`config.mk`:
```
export PLATFORM = sky130hd
export DESIGN_NAME = serializer_10b
export DESIGN_NICKNAME = d
export VERILOG_FILES = /design/src/rtl/serializer_10b.sv
export SDC_FILE = /design/constraint.sdc
export NUM_CORES = 1
export LEC_CHECK = 0
export BUFFER_PORTS_ARGS = -buffer_cell sky130_fd_sc_hd__buf_2
export CORE_ASPECT_RATIO = 1.4
export CORE_MARGIN = 2
export CORE_UTILIZATION = 61
export DETAILED_ROUTE_END_ITERATION = 6
export HOLD_SLACK_MARGIN = 0.1
export PLACE_DENSITY = 0.81
export SETUP_SLACK_MARGIN = 0.15
export SKIP_CTS_REPAIR_TIMING = 1
export SLEW_MARGIN = 10
export SYNTH_ARGS = -nofsm -noshare
export SYNTH_HDL_FRONTEND = slang
export SYNTH_SLANG_ARGS = --single-unit
```
`constraint.sdc`:
```
create_clock -name i_clk -period 3.62 [get_ports i_clk]
set_clock_uncertainty 0.15 [all_clocks]
set_input_delay 0.724 -clock i_clk [delete_from_list [all_inputs] [get_ports i_clk]]
set_output_delay 0.724 -clock i_clk [all_outputs]
set_load 0.02 [all_outputs]
```
`src/rtl/serializer_10b.sv`:
```
// serializer_10b: 10-bit symbol serializer with a one-entry hold buffer.
// Sends alternating K28.5 commas when no data is queued; MSB (bit a) goes out first.
module serializer_10b #(
    parameter logic [9:0] COMMA_NEG = 10'b0011111010,
    parameter logic [9:0] COMMA_POS = 10'b1100000101
) (
    input  logic       i_clk,
    input  logic       i_rst,
    input  logic       i_enb,
    input  logic [5:0] i_sym_6b,
    input  logic [3:0] i_sym_4b,
    input  logic       i_valid,
    output logic       o_ready,
    output logic       o_ser_bit,
    output logic       o_ser_valid,
    output logic       o_sym_start,
    output logic       o_idle
);
    typedef enum logic {OFF = 1'b0, TX = 1'b1} state_t;
    state_t     state_q, state_d;
    logic [3:0] cnt_q, cnt_d;
    logic [9:0] sh_q, sh_d, hold_q, hold_d;
    logic       hold_full_q, hold_full_d;
    logic       phase_q, phase_d;
    logic       start_q, start_d;
    logic       idle_q, idle_d;
    logic [9:0] sym;
    logic       accept, ld, bypass, comma;
    always_comb begin
        sym         = {i_sym_6b, i_sym_4b};
        accept      = i_valid && !hold_full_q;
        ld          = (state_q == TX && cnt_q == 4'd9) || (state_q == OFF && i_enb);
        bypass      = accept && ld && i_enb;
        comma       = !hold_full_q && !bypass;
        state_d     = state_q;
        cnt_d       = cnt_q;
        sh_d        = sh_q;
        hold_d      = accept && !bypass ? sym : hold_q;
        hold_full_d = hold_full_q || (accept && !bypass);
        phase_d     = phase_q;
        start_d     = 1'b0;
        idle_d      = idle_q;
        if (ld && i_enb) begin
            state_d     = TX;
            cnt_d       = 4'd0;
            start_d     = 1'b1;
            idle_d      = comma;
            sh_d        = hold_full_q ? hold_q : bypass ? sym : phase_q ? COMMA_POS : COMMA_NEG;
            hold_full_d = 1'b0;
            phase_d     = comma ? !phase_q : phase_q;
        end else if (ld) begin
            // line goes quiet after bit j; a queued symbol stays in HOLD
            state_d = OFF;
            cnt_d   = 4'd0;
            sh_d    = '0;
            idle_d  = 1'b0;
        end else if (state_q == TX) begin
            cnt_d = cnt_q + 4'd1;
            sh_d  = {sh_q[8:0], 1'b0};
        end
    end
    always_ff @(posedge i_clk) begin
        if (!i_rst) begin
            state_q     <= OFF;
            cnt_q       <= 4'd0;
            sh_q        <= '0;
            hold_q      <= '0;
            hold_full_q <= 1'b0;
            phase_q     <= 1'b0;
            start_q     <= 1'b0;
            idle_q      <= 1'b0;
        end else begin
            state_q     <= state_d;
            cnt_q       <= cnt_d;
            sh_q        <= sh_d;
            hold_q      <= hold_d;
            hold_full_q <= hold_full_d;
            phase_q     <= phase_d;
            start_q     <= start_d;
            idle_q      <= idle_d;
        end
    end
    assign o_ready     = !hold_full_q;
    assign o_ser_bit   = sh_q[9];
    assign o_ser_valid = state_q == TX;
    assign o_sym_start = start_q;
    assign o_idle      = idle_q;
endmodule
```
==> run metrics, run 1 <==
CTS clk-pin slew, worst paths around 0.10 ns; Main synth FF type dfxtp_1; max-slew violations 0; largest net degree at the start of global routing 35; Seq pwr share 55.3%; wire per inst about 13 um; Max Root-Sink Buffers 2; outcome completed; DIE HEIGHT approximately 63 um; Core ar. approximately 0.0024 sq mm; Slew Limit Headroom 44.3%; Final Core Density roughly 68%; clock buffer count from CTS 5; Worst setup EP type primary output; Leak Pwr 0.646 nW; fraction of layout cells with a size suffix above 1 approximately a fifth; setup TNS 0 ns; vias in the first global route 1,174; Final ANT Viol Nets 0; RSZ-0062 raised after global routing false; hold_sp hold_q[7]; Final Cycle Share a little over two thirds; Hold Path Depth 2; synthesized area per cell between 9 and 10 sq um; DR pass1 iterations 4; via count approximately 1,200; worst-skew pair later-pin latency between 0.3 and 0.4 ns; class of the most critical setup path reg -> out; crit path max fanout 15; via/cell ratio a little under 6; DR iter-0 viols 40; max frequency roughly 400 MHz; pwr dens 403 mW/mm^2; Net count, final roughly 190; Clk pwr share ~28%; final hold vios 0; worst min path class reg -> reg; Final setup viols 0; io pins 19; Switching Fraction 28.9%; # rows 21; CTS Sinks 29; most common cell after layout, fill and taps aside dfxtp_1; Total GRT Usage around 23%; Mapped Area about 0.0015 sq mm; detailed placement HPWL just over 2000 um; grt ovf 0; most frequent cells in the layout dfxtp_1 (29), nand2_1 (22), buf_2 (18), o31ai_1 (16), mux2i_1 (15); RePlAce Congestion between 0.7 and 0.8; part of the power in combinational logic approximately 16%; maximum VDD drop roughly 380 uV; Crit. Startpoint hold_full_q; Die W approximately 46 um; CTS tree yes; CP Data Arrival Time approximately 1.6 ns; initial antenna violation count 0; register area share after synthesis between 30% and 40%; Power Internal 0.000464 W; synth warn 0; post-synthesis cell type count 31; startpoint types register; number of fillers in the final layout slightly below 200; # H-tree levels 2; Max Cap Viol 0; Root Driver clkbuf_4; Area Overhead vs Synth 6.66%; Routed WL 2810 um; ant diodes 0; first-pass GRT wire length between 4000 and 5000 um; synthesized instance count between 150 and 200; RR Endpoint hold_q[4]; number of port buffers 18; Worst R2R Setup Slack approximately 1.5 ns; required time of the worst setup path 2.75 ns; number of synthesized flops with an enable pin 0; Async SR Flop Fraction 0%; R2R depth 3; Synth Register Bits 29; switching pwr 0.000189 W; DRC viols 0; RR Startpoint o_ser_valid; Least-Margin Pin Slew ~0.83 ns; Worst Hold Path EP hold_q[7]; final worst path period need 2.51 ns; syn nets between 150 and 200; initial core utilization between 60% and 70%; Die Footprint between 0.002 and 0.003 sq mm
[kinds of logic after synthesis]
family,after synthesis,synth area share [%]
fa+ha+maj,2,1.64
xor+xnor,3,1.73
compound gates,38,19.7
mux,19,12.8
flops,29,38.2
simple gates,56,19.7
buf+inv,17,6.17
[cells in the mapped netlist, drive strengths merged, types with 3 or more instances]
library cell / n / share of area (%)
clkbuf: 4 / 0.99
mux2: 4 / 3.0
nand3: 3 / 0.99
and2: 6 / 2.5
buf: 10 / 4.4
mux2i: 15 / 9.9
o31ai: 16 / 7.9
o31a: 9 / 5.2
nor2: 10 / 2.6
dfxtp: 29 / 38
o2111ai: 9 / 5.2
nand2: 22 / 5.4
nand2b: 8 / 3.3
[critical path, stage by stage (launching register included)]
cell and delay, ns:
dfxtp_1 0.69, clkinv_1 0.36, buf_2 0.26
[sequential cells by signal, indices dropped and copies added (netlist names)]
register	flops
o_ser_valid	1
hold_q	10
cnt_q	4
hold_full_q	1
phase_q	1
o_sym_start	1
sh_q	10
o_idle	1
[power groups by stage]
stage          logic (W)  clock network [W]  registers, W
2_1_floorplan  0.0000900                  0      0.000363
3_3_place_gp    0.000103                  0      0.000367
3_5_place_dp    0.000107                  0      0.000369
4_1_cts         0.000108           0.000189      0.000361
5_1_grt         0.000120           0.000204      0.000365
6_report        0.000107           0.000184      0.000361
[worst max path at each step]
stage	slack, ns	to	cells past startpoint
global route	0.98	o_ready	2
floorplan	1.87	hold_q[0]	4
finish	1.11	o_ready	2
detailed placement	1.19	hold_q[2]	4
CTS	1.13	o_ready	2
global placement	1.26	hold_q[2]	4
[cell type report]
cell class	instances	area, sq um	share of cell area, %
Clock buffer	6	41.3	2.54
Clock inverter	2	10.0	0.617
Inverter	3	11.3	0.694
Multi-Input combinational cell	118	847	52.2
Sequential cell	29	581	35.8
Tap cell	34	42.5	2.62
Timing Repair Buffer	18	90.1	5.55
[per-layer routing]
metal / routed length, um / track usage [%] / vias to the layer above / part of all wire (%)
met1: 1200 / 26.0 / 565 / 43
met5: 0 / 0 / - / 0
met4: 48 / 10.7 / 0 / 1.7
met3: 108 / 5.73 / 7 / 3.8
met2: 1450 / 37.2 / 29 / 52
li1: - / - / 621 / -
[through the flow]
| step | hold WS, ns | instance area [sq um] | setup WS, ns | std cells | total power (W) |
|---|---|---|---|---|---|
| after floorplan | 0.280 | 1520 | 1.87 | 164 | 0.000453 |
| after global placement | 0.287 | 1570 | 1.26 | 202 | 0.000471 |
| after detailed placement | 0.294 | 1570 | 1.19 | 202 | 0.000476 |
| after CTS | 0.306 | 1620 | 1.13 | 210 | 0.000658 |
| after global routing | 0.328 | 1620 | 0.984 | 210 | 0.000689 |
| final | 0.304 | 1620 | 1.11 | 210 | 0.000653 |
Power figures use the tool's default switching activity.
==> run 2: changes to the inputs <==
--- a/config.mk
+++ b/config.mk
@@ -5,13 +5,14 @@
 export SDC_FILE = /design/constraint.sdc
 export NUM_CORES = 1
 export LEC_CHECK = 0
+export ABC_AREA = 1
 export BUFFER_PORTS_ARGS = -buffer_cell sky130_fd_sc_hd__buf_2
 export CORE_ASPECT_RATIO = 1.4
 export CORE_MARGIN = 2
-export CORE_UTILIZATION = 61
+export CORE_UTILIZATION = 50
 export DETAILED_ROUTE_END_ITERATION = 6
 export HOLD_SLACK_MARGIN = 0.1
-export PLACE_DENSITY = 0.81
+export PLACE_DENSITY = 0.71
 export SETUP_SLACK_MARGIN = 0.15
 export SKIP_CTS_REPAIR_TIMING = 1
 export SLEW_MARGIN = 10
==> constraint.sdc (replaced) <==
create_clock -name i_clk -period 2.3 [get_ports i_clk]
set_clock_uncertainty 0.15 [all_clocks]
set_input_delay 0.46 -clock i_clk [delete_from_list [all_inputs] [get_ports i_clk]]
set_output_delay 0.46 -clock i_clk [all_outputs]
set_load 0.02 [all_outputs]
==> run 2 against run 1 <==
  * Clock-buffer cell count did not move
  * Sequential power rose by 54%
  * Synthesized cell count rose by 23%
  * Via count is 7.9% higher
  * Critical endpoint is now hold_q[0]
==> run metrics, run 2 <==
syn nets 217 (was 180); Worst setup EP type register (was primary output); most frequent cells in the layout nor2_1 (43), nand2_1 (29), dfxtp_1 (29), a21oi_1 (22), buf_2 (18) (was dfxtp_1 (29), nand2_1 (22), buf_2 (18), o31ai_1 (16), mux2i_1 (15)); R2R depth 8 (was 3); pwr dens 712 mW/mm^2 (was 403 mW/mm^2); setup TNS 0 ns (unchanged); most frequent cells after synthesis nor2_1 (43), dfxtp_1 (29), nand2_1 (29) (was dfxtp_1 (29), nand2_1 (22), o31ai_1 (16)); synthesized instance count 201 (was 164); vias in the first global route 1,255 (was 1,174); RePlAce Congestion 0.793 (was 0.779); Inst Count DP 246 (was 202); Synth area leader dfxtp_1 (unchanged); number of synthesized flops with an enable pin 0 (unchanged); worst-skew pair later-pin latency 0.29 ns (was 0.33 ns); Async SR Flop Fraction 0% (unchanged); Slew Limit Headroom 57.9% (was 44.3%); Core ar. 0.00279 sq mm (was 0.00239 sq mm); pre-CTS WS 0.323 ns (was 1.19 ns); final worst path period need 2.00 ns; Hold Path Depth 3 (was 2); fraction of layout cells with a size suffix above 1 18.4% (was 18.8%); M1 wire length 1370 um (was 1200 um); Area Overhead vs Synth 11.0% (was 6.66%); RSZ-0062 raised after global routing false (unchanged); CTS tree yes (unchanged); top-count cell post-synth nor2_1 (was dfxtp_1); CTS Sinks 29 (unchanged); startpoint types register (unchanged); most common cell after layout, fill and taps aside nor2_1 (was dfxtp_1); share of the synthesized area in the top cell type 40.6% (was 38.2%); slowest CP cell dfxtp_1 (unchanged); Synth Register Bits 29 (unchanged); final hold vios 0 (unchanged); initial antenna violation count 0 (unchanged); non-filler cells, final 254 (was 210); grt ovf 0 (unchanged); clock buffer count from CTS 5 (unchanged); Net count, final 232 (was 191); ant diodes 0 (unchanged); Routed WL 3140 um (was 2810 um); Leak Pwr 0.664 nW (was 0.646 nW); DRC viols 0 (unchanged); first-pass GRT wire length 5400 um (was 4920 um); initial core utilization 51.2% (was 63.6%); Total GRT Usage 21.6% (was 22.6%); CP Data Arrival Time 2.00 ns (was 1.64 ns); worst min path class in -> reg (was reg -> reg); Die W 49.2 um (was 46.2 um); Final ANT Viol Nets 0 (unchanged); wire per inst 12.4 um (was 13.4 um); met3 routed WL 154 um (was 108 um); final instance area 0.00159 sq mm (was 0.00162 sq mm); synthesized area per cell 7.12 sq um (was 9.28 sq um); max frequency roughly 500 MHz; # H-tree levels 2 (unchanged); io pins 19 (unchanged); Main synth FF type dfxtp_1 (unchanged); largest net degree at the start of global routing 16 (was 35); register area share after synthesis 40.6% (was 38.2%); via count 1,318 (was 1,222); placed instance area 0.00151 sq mm (was 0.00157 sq mm); crit path max fanout 15 (unchanged); DR pass1 iterations 4 (unchanged); Mapped Area 0.00143 sq mm (was 0.00152 sq mm); final worst slack 0.300 ns (was 1.11 ns); via/cell ratio 5.19 (was 5.82); Root Driver clkbuf_8 (was clkbuf_4); synth warn 0 (unchanged); required time of the worst setup path 2.30 ns (was 2.75 ns); slowest cell delay on critical path 0.38 ns (was 0.69 ns); Die Footprint 0.00331 sq mm (was 0.00292 sq mm); post-synthesis cell type count 25 (was 31); ranking of synthesized cells by area dfxtp_1 (41%), nor2_1 (11%), a21oi_1 (7.7%) (was dfxtp_1 (38%), mux2i_1 (9.9%), o31ai_1 (7.9%)); met2 WL 1540 um (was 1450 um); Least-Margin Pin Slew 0.629 ns (was 0.832 ns); largest registers hold_q x10, sh_q x10, cnt_q x4 (unchanged); class of the most critical setup path reg -> reg (was reg -> out); Design Power 0.00113 W (was 0.000653 W); CTS clk-pin slew, worst paths 0.06 ns (was 0.10 ns); number of port buffers 18 (unchanged); outcome completed (unchanged); max-slew violations 0 (unchanged); crit-path cells inv_1, ha_1, nand3_1, nand2_2, nand2_2, nand2_1, nand2_1, a21oi_1 (was clkinv_1, buf_2); Max Root-Sink Buffers 2 (unchanged); DIE HEIGHT 67.3 um (was 63.1 um); # rows 23 (was 21); Max Used Layer met4 (unchanged); maximum VDD drop 466 uV (was 384 uV); Final Cycle Share 86.9%; DR iter-0 viols 55 (was 40); Final setup viols 0 (unchanged); detailed placement HPWL 2310 um (was 2040 um); Max Cap Viol 0 (unchanged)
==> run 2: layer usage <==
layer	vias to the layer above	track usage, %
li1	693	-
met1	587	23.1
met2	32	37.3
met3	6	5.97
met4	0	13.9
met5	-	0
==> run 2: worst max-delay path, delay by kind of cell, from the launching register on <==
family,cells,cell delay (ns)
buf+inv,1,0.06
simple gates,5,0.99
fa+ha+maj,1,0.19
flops,1,0.38
compound gates,1,0.07
==> run 2: stage by stage <==
| stage | hold WS, ns | utilization, % |
|---|---|---|
| floorplan | 0.289 | - |
| global placement | 0.302 | 53.9 |
| detailed placement | 0.307 | 53.9 |
| CTS | 0.295 | 56.9 |
| global route | 0.306 | 56.9 |
| finish | 0.305 | 56.9 |
==> run 2: cells by family (layout without fill, tap and decap cells) <==
family | Yosys count | in the layout | synth area share [%]
AOI/OAI and AO/OA | 41 | 41 | 14.5
xor gates and xnor gates | 1 | 1 | 0.613
adders and majority gates | 2 | 2 | 1.75
buffers and inverters | 23 | 39 | 8.14
DFF | 29 | 29 | 40.6
and+or+nand+nor | 105 | 105 | 34.4
==> run 2: worst paths after layout <==
kind / from / endpoint / slack (ns)
hold / removal: i_sym_4b[2] / hold_q[2] / 0.30
setup / recovery: cnt_q[1] / hold_q[0] / 0.30
hold reg to reg: hold_q[2] / hold_q[2] / 0.32
setup reg to reg: cnt_q[1] / hold_q[0] / 0.30
==> run 2: final cells by class <==
class | count | area (sq um)
Inverter | 12 | 47.5
Fill cell | 271 | 1200
Clock inverter | 2 | 10.0
Tap cell | 37 | 46.3
Sequential cell | 29 | 581
Multi-Input combinational cell | 149 | 733
Clock buffer | 6 | 72.6
Timing Repair Buffer | 19 | 97.6
==> run 2: power breakdown <==
part	internal [W]	switching, W	total (W)
combinational	0.0000602	0.000112	0.000173
sequential	0.000535	0.0000219	0.000557
clock	0.000209	0.000192	0.000401
total	0.000804	0.000326	0.00113
